## src/rtl/bst_mem_driver.sv

```systemverilog
`default_nettype none
// ============================================================================
// Module      : bst_mem_driver
// Description : Turns one bst_engine node read/write request at a time into a
//               single-beat AXI4 transaction toward the node RAM and returns
//               read data on a handshaked completion channel.
// Revision    : 1.0 - initial release
// ============================================================================
module bst_mem_driver #(
  parameter int RAM_DATA_WIDTH = 32,
  parameter int RAM_ADDR_WIDTH = 16,
  parameter int RAM_STRB_WIDTH = RAM_DATA_WIDTH / 8,
  parameter int RAM_ID_WIDTH   = 8
) (
  input  logic                      aclk,
  input  logic                      aresetn,
  // engine request side
  input  logic                      mem_valid,
  output logic                      mem_ready,
  input  logic                      mem_rd,
  input  logic                      mem_wr,
  input  logic [RAM_ADDR_WIDTH-1:0] mem_addr,
  input  logic [RAM_DATA_WIDTH-1:0] mem_wr_data,
  output logic                      mem_rd_valid,
  input  logic                      mem_rd_ready,
  output logic [RAM_DATA_WIDTH-1:0] mem_rd_data,
  output logic                      mem_error,
  // AXI write address
  output logic                      axi_awvalid,
  input  logic                      axi_awready,
  output logic [RAM_ADDR_WIDTH-1:0] axi_awaddr,
  output logic [RAM_ID_WIDTH-1:0]   axi_awid,
  output logic [7:0]                axi_awlen,
  output logic [2:0]                axi_awsize,
  output logic [1:0]                axi_awburst,
  // AXI write data
  output logic                      axi_wvalid,
  input  logic                      axi_wready,
  output logic [RAM_DATA_WIDTH-1:0] axi_wdata,
  output logic [RAM_STRB_WIDTH-1:0] axi_wstrb,
  output logic                      axi_wlast,
  // AXI write response
  input  logic                      axi_bvalid,
  output logic                      axi_bready,
  input  logic [RAM_ID_WIDTH-1:0]   axi_bid,
  input  logic [1:0]                axi_bresp,
  // AXI read address
  output logic                      axi_arvalid,
  input  logic                      axi_arready,
  output logic [RAM_ADDR_WIDTH-1:0] axi_araddr,
  output logic [RAM_ID_WIDTH-1:0]   axi_arid,
  output logic [7:0]                axi_arlen,
  output logic [2:0]                axi_arsize,
  output logic [1:0]                axi_arburst,
  // AXI read data
  input  logic                      axi_rvalid,
  output logic                      axi_rready,
  input  logic [RAM_ID_WIDTH-1:0]   axi_rid,
  input  logic [1:0]                axi_rresp,
  input  logic [RAM_DATA_WIDTH-1:0] axi_rdata,
  input  logic                      axi_rlast
);

  localparam logic [2:0] S_IDLE    = 3'd0;
  localparam logic [2:0] S_WR_REQ  = 3'd1;
  localparam logic [2:0] S_WR_RESP = 3'd2;
  localparam logic [2:0] S_RD_REQ  = 3'd3;
  localparam logic [2:0] S_RD_DATA = 3'd4;
  localparam logic [2:0] S_RD_CPL  = 3'd5;

  localparam logic [2:0] AXSIZE = 3'($clog2(RAM_STRB_WIDTH));

  logic [2:0]                state_q, state_d;
  logic [RAM_ADDR_WIDTH-1:0] addr_q, addr_d;
  logic [RAM_DATA_WIDTH-1:0] wdata_q, wdata_d;
  logic [RAM_DATA_WIDTH-1:0] rdata_q, rdata_d;
  logic                      awvalid_q, awvalid_d;
  logic                      wvalid_q, wvalid_d;
  logic                      aw_done_q, aw_done_d;
  logic                      w_done_q, w_done_d;
  logic                      arvalid_q, arvalid_d;
  logic                      bready_q, bready_d;
  logic                      rready_q, rready_d;
  logic                      rd_valid_q, rd_valid_d;
  logic                      ready_q, ready_d;
  logic                      error_q, error_d;

  logic aw_hs, w_hs;
  assign aw_hs = awvalid_q & axi_awready;
  assign w_hs  = wvalid_q & axi_wready;

  // IDs and last flags from the RAM carry no information for single-beat,
  // single-ID traffic.
  logic unused_ok;
  assign unused_ok = ^{axi_bid, axi_rid, axi_rlast};

  // Next-state and next-output computation for the request sequencer.
  always_comb begin
    state_d    = state_q;
    addr_d     = addr_q;
    wdata_d    = wdata_q;
    rdata_d    = rdata_q;
    awvalid_d  = awvalid_q;
    wvalid_d   = wvalid_q;
    aw_done_d  = aw_done_q;
    w_done_d   = w_done_q;
    arvalid_d  = arvalid_q;
    error_d    = error_q;

    case (state_q)
      S_IDLE: begin
        if (ready_q && mem_valid) begin
          // Write wins when both type bits are set; a typeless request is
          // consumed and dropped.
          if (mem_wr) begin
            addr_d    = mem_addr;
            wdata_d   = mem_wr_data;
            awvalid_d = 1'b1;
            wvalid_d  = 1'b1;
            aw_done_d = 1'b0;
            w_done_d  = 1'b0;
            state_d   = S_WR_REQ;
          end else if (mem_rd) begin
            addr_d    = mem_addr;
            arvalid_d = 1'b1;
            state_d   = S_RD_REQ;
          end
        end
      end
      S_WR_REQ: begin
        if (aw_hs) begin
          awvalid_d = 1'b0;
          aw_done_d = 1'b1;
        end
        if (w_hs) begin
          wvalid_d = 1'b0;
          w_done_d = 1'b1;
        end
        if ((aw_done_q || aw_hs) && (w_done_q || w_hs)) begin
          state_d = S_WR_RESP;
        end
      end
      S_WR_RESP: begin
        if (axi_bvalid && bready_q) begin
          error_d = error_q | (axi_bresp != 2'b00);
          state_d = S_IDLE;
        end
      end
      S_RD_REQ: begin
        if (arvalid_q && axi_arready) begin
          arvalid_d = 1'b0;
          state_d   = S_RD_DATA;
        end
      end
      S_RD_DATA: begin
        if (axi_rvalid && rready_q) begin
          rdata_d = axi_rdata;
          error_d = error_q | (axi_rresp != 2'b00);
          state_d = S_RD_CPL;
        end
      end
      S_RD_CPL: begin
        if (mem_rd_ready && rd_valid_q) begin
          state_d = S_IDLE;
        end
      end
      default: state_d = S_IDLE;
    endcase

    bready_d   = (state_d == S_WR_RESP);
    rready_d   = (state_d == S_RD_DATA);
    rd_valid_d = (state_d == S_RD_CPL);
    // mem_ready reopens one cycle after returning to IDLE, never on the
    // cycle a request is taken.
    ready_d    = (state_q == S_IDLE) && (state_d == S_IDLE);
  end

  // State and registered-output flops, cleared asynchronously.
  always_ff @(posedge aclk or negedge aresetn) begin
    if (!aresetn) begin
      state_q    <= S_IDLE;
      addr_q     <= '0;
      wdata_q    <= '0;
      rdata_q    <= '0;
      awvalid_q  <= 1'b0;
      wvalid_q   <= 1'b0;
      aw_done_q  <= 1'b0;
      w_done_q   <= 1'b0;
      arvalid_q  <= 1'b0;
      bready_q   <= 1'b0;
      rready_q   <= 1'b0;
      rd_valid_q <= 1'b0;
      ready_q    <= 1'b0;
      error_q    <= 1'b0;
    end else begin
      state_q    <= state_d;
      addr_q     <= addr_d;
      wdata_q    <= wdata_d;
      rdata_q    <= rdata_d;
      awvalid_q  <= awvalid_d;
      wvalid_q   <= wvalid_d;
      aw_done_q  <= aw_done_d;
      w_done_q   <= w_done_d;
      arvalid_q  <= arvalid_d;
      bready_q   <= bready_d;
      rready_q   <= rready_d;
      rd_valid_q <= rd_valid_d;
      ready_q    <= ready_d;
      error_q    <= error_d;
    end
  end

  assign mem_ready    = ready_q;
  assign mem_rd_valid = rd_valid_q;
  assign mem_rd_data  = rdata_q;
  assign mem_error    = error_q;

  assign axi_awvalid  = awvalid_q;
  assign axi_awaddr   = addr_q;
  assign axi_awid     = '0;
  assign axi_awlen    = 8'd0;
  assign axi_awsize   = AXSIZE;
  assign axi_awburst  = 2'b01;

  assign axi_wvalid   = wvalid_q;
  assign axi_wdata    = wdata_q;
  assign axi_wstrb    = '1;
  assign axi_wlast    = 1'b1;

  assign axi_bready   = bready_q;

  assign axi_arvalid  = arvalid_q;
  assign axi_araddr   = addr_q;
  assign axi_arid     = '0;
  assign axi_arlen    = 8'd0;
  assign axi_arsize   = AXSIZE;
  assign axi_arburst  = 2'b01;

  assign axi_rready   = rready_q;

endmodule
`default_nettype wire
```

## config.mk

```make
export PLATFORM = sky130hd
export DESIGN_NAME = bst_mem_driver
export DESIGN_NICKNAME = d
export VERILOG_FILES = /design/src/rtl/bst_mem_driver.sv
export SDC_FILE = /design/constraint.sdc
export NUM_CORES = 1
export LEC_CHECK = 0
export BUFFER_PORTS_ARGS = -buffer_cell sky130_fd_sc_hd__buf_2
export CAP_MARGIN = 20
export CORE_MARGIN = 4
export CORE_UTILIZATION = 46
export CTS_CLUSTER_DIAMETER = 80
export DETAILED_ROUTE_END_ITERATION = 8
export GPL_ROUTABILITY_DRIVEN = 0
export GPL_TIMING_DRIVEN = 0
export PLACE_DENSITY = 0.86
export SYNTH_ARGS = -nofsm -noshare
export SYNTH_HDL_FRONTEND = slang
export SYNTH_SLANG_ARGS = --single-unit
```

## constraint.sdc

```tcl
create_clock -name aclk -period 3.18 [get_ports aclk]
set_input_delay 0.318 -clock aclk [delete_from_list [all_inputs] [get_ports aclk]]
set_output_delay 0.318 -clock aclk [all_outputs]
set_load 0.01 [all_outputs]
```

==> results_dict.tcl <==
set metrics [dict create \
    status "finished clean" \
    p_sw_frac 0.334 \
    overflow 0 \
    final_layout_size_suffix_gt1_frac 0.668 \
    slowest_delay_ps 380 \
    dr.max_layer_used "met4" \
    cap_violations 0 \
    seqPwrFrac 0.398 \
    die_x_um 103 \
    met1Wirelength_um 3220 \
    cts_sinks 93 \
    maxSlewHeadroom 0.582 \
    rsz0062_at_grt "false" \
    layout_commonest_cell "buf_2" \
    yosysTopAreaCellShare 0.565 \
    syn2layout_area_growth_pct 38.4 \
    yosysSeqAreaShare 0.565 \
    mappedNetlistArea_um2 4120 \
    met3_length_um 1190 \
    crit_fanout 10 \
    reg2regPathDepth 6 \
    grt_max_degree 63 \
    clockBufferDepth 2 \
    slew_violations 0 \
    ys.flop_type "dfrtp_1" \
    finalWorstSetupSlack_ps 1180 \
    leakagePower_uw 0.00308 \
    min_path_cells 2 \
    via_per_inst 4.64 \
    stdcell_area_um2 5700 \
    clk_latency_ps 350 \
    io_buffer_count 198 \
    setup.worst_path.start_class "flop" \
    worstPathArrival_ps 2230 \
    path_buf_inv 3 \
    crit_required_ps 3420 \
    htree_levels 3 \
    holdWs_ps 178 \
    io_pins 263 \
    p_int_uw 3480 \
    grt_pass1_vias 3122 \
    finClkSkew_ps 18.7 \
    synth_top_cell_by_area "dfrtp_1" \
    syn_avg_cell_area_um2 14.2 \
    die_h_um 103 \
    antenna_found_initial 0 \
    ys_seq_elements 93 \
    async_flop_share 1.00 \
    wl_met2_um 5080 \
    place_ws_ps 1170 \
    cp_top_family "buffers and inverters" \
    cp.depth 6 \
    drt-total-wl_um 9710 \
    drc 0 \
    clk_pin_slew_ps 90 \
    setup_violations 0 \
    setup_tns_ps 0 \
    post-cts-setup-buffers 0 \
    hp-class "in -> reg" \
    drt-wirelength-per-cell_um 14.7 \
    rows 34 \
    yosys_warnings 0 \
    synth_area_leaders "dfrtp_1 57%, mux2_2 19%, buf_4 12%" \
    final.fill_count 655 \
    die_area_um2 10500 \
    fin_crit_ps 2000 \
    cts_buffers 9 \
    power_switching_uw 1750 \
    clkPwrFrac 0.183 \
    fin_nets 659 \
    vias 3061 \
    worst_pin_slew_ps 626 \
    grt_usage 0.181 \
    ir_drop_mv 0.534 \
    drtIter0Drc 52 \
    power_density_nw_per_um2 918 \
    path_class "reg -> reg" \
    final_cell_mix "202 x buf_2, 93 x dfrtp_1, 70 x mux2_2" \
    crit_path_end_kind "flop" \
    cts.repair.resized 0 \
    cts_root_buf "clkbuf_8" \
    cts_tree "done" \
    start_util 0.472 \
    timing.final.crit_share 0.627 \
    grt_pass1_wl_um 14700 \
    path_cells "buf_6 -> nor3b_1 -> and3_1 -> buf_2 -> buf_2 -> mux2_2" \
    num_antenna_cells 0 \
    worst_path_most_repeated_cell "buf_2" \
    core_area_um2 8720 \
    synth-edff-count 0 \
    first_pass_iters 5 \
    place_area_um2 5440 \
    p_total_uw 5230 \
    critPathSlowestCell "dfrtp_1" \
    finalHoldViolCount 0 \
    pwr-share-comb 0.418 \
    hpwl_um 7840 \
    ant_nets 0 \
    synth.distinct_cells 34 \
    netlist_instances 291 \
    fmax_mhz 501 \
]
==> cells in the mapped netlist (2+ instances only) <==
cell type / count
inv_1: 2
conb_1: 2
buf_2: 5
nor4_1: 2
a21o_1: 2
mux2_4: 10
a32o_1: 2
a21oi_1: 3
a31oi_1: 6
and3b_1: 2
mux2_2: 70
nor3_1: 2
nor3b_1: 4
dfrtp_1: 93
nand2_1: 2
nor2_1: 2
buf_4: 65
==> sequential cells by signal (all words and copies together) (netlist names) <==
name          flops
w_done_q          1
mem_rd_valid      1
mem_rd_data      32
axi_bready        1
axi_wvalid        1
axi_araddr       16
state_q           3
axi_wdata        32
axi_awvalid       1
mem_error         1
mem_ready         1
axi_arvalid       1
axi_rready        1
aw_done_q         1
==> path summary, 6_finish.rpt <==
path	start	slack, ps	to
hold / removal	axi_wready	180	axi_wvalid$_DFFE_PN0P_
min in group asynchronous	aresetn	430	mem_rd_data[25]$_DFFE_PN0P_
hold reg to reg	mem_error$_DFFE_PN0P_	480	mem_error$_DFFE_PN0P_
max in group asynchronous	aresetn	2090	mem_rd_data[17]$_DFFE_PN0P_
setup / recovery	state_q[0]$_DFF_PN0_	1180	mem_rd_data[28]$_DFFE_PN0P_
setup reg to reg	state_q[0]$_DFF_PN0_	1180	mem_rd_data[28]$_DFFE_PN0P_
==> power by group through the flow <==
stage | logic (µW) | registers, µW | clock network (µW)
global route | 2380 | 2160 | 1050
CTS | 2220 | 2080 | 979
floorplan | 1030 | 2340 | 0
global placement | 2150 | 2060 | 0
finish | 2190 | 2080 | 960
detailed placement | 2220 | 2100 | 0
==> through the flow <==
stage / std cells / utilization
finish: 660 / 0.653
CTS: 660 / 0.653
global route: 660 / 0.653
detailed placement: 643 / 0.624
floorplan: 336 / -
global placement: 642 / 0.621
==> timing repair <==
action	4_1_cts	5_1_grt
endpoints found under the hold margin	31	0
setup endpoints to repair	0	0
hold buffers	1	0
==> logic make-up after synthesis <==
logic type,Yosys count,synth area share
AO/OA/AOI/OAI,19,0.0328
other,2,0.00182
AND/OR/NAND/NOR,23,0.0383
buffers and inverters,74,0.134
flip-flops,93,0.565
multiplexers,80,0.228
==> layout make-up <==
class,count,area (µm²),share of cell area
Sequential cell,93,2330,0.408
Multi-Input combinational cell,169,1410,0.247
Timing Repair Buffer,200,1030,0.181
Buffer,72,544,0.0955
Tap cell,108,135,0.0237
Clock buffer,10,128,0.0224
Clock inverter,6,118,0.0206
Inverter,2,7.51,0.00132
==> metal layers <==
layer,vias to the layer above,global-route usage
met5,-,0
met4,0,0.0656
met3,21,0.0805
met2,174,0.333
met1,1458,0.178
li1,1408,-
Power figures use the tool's default switching activity.
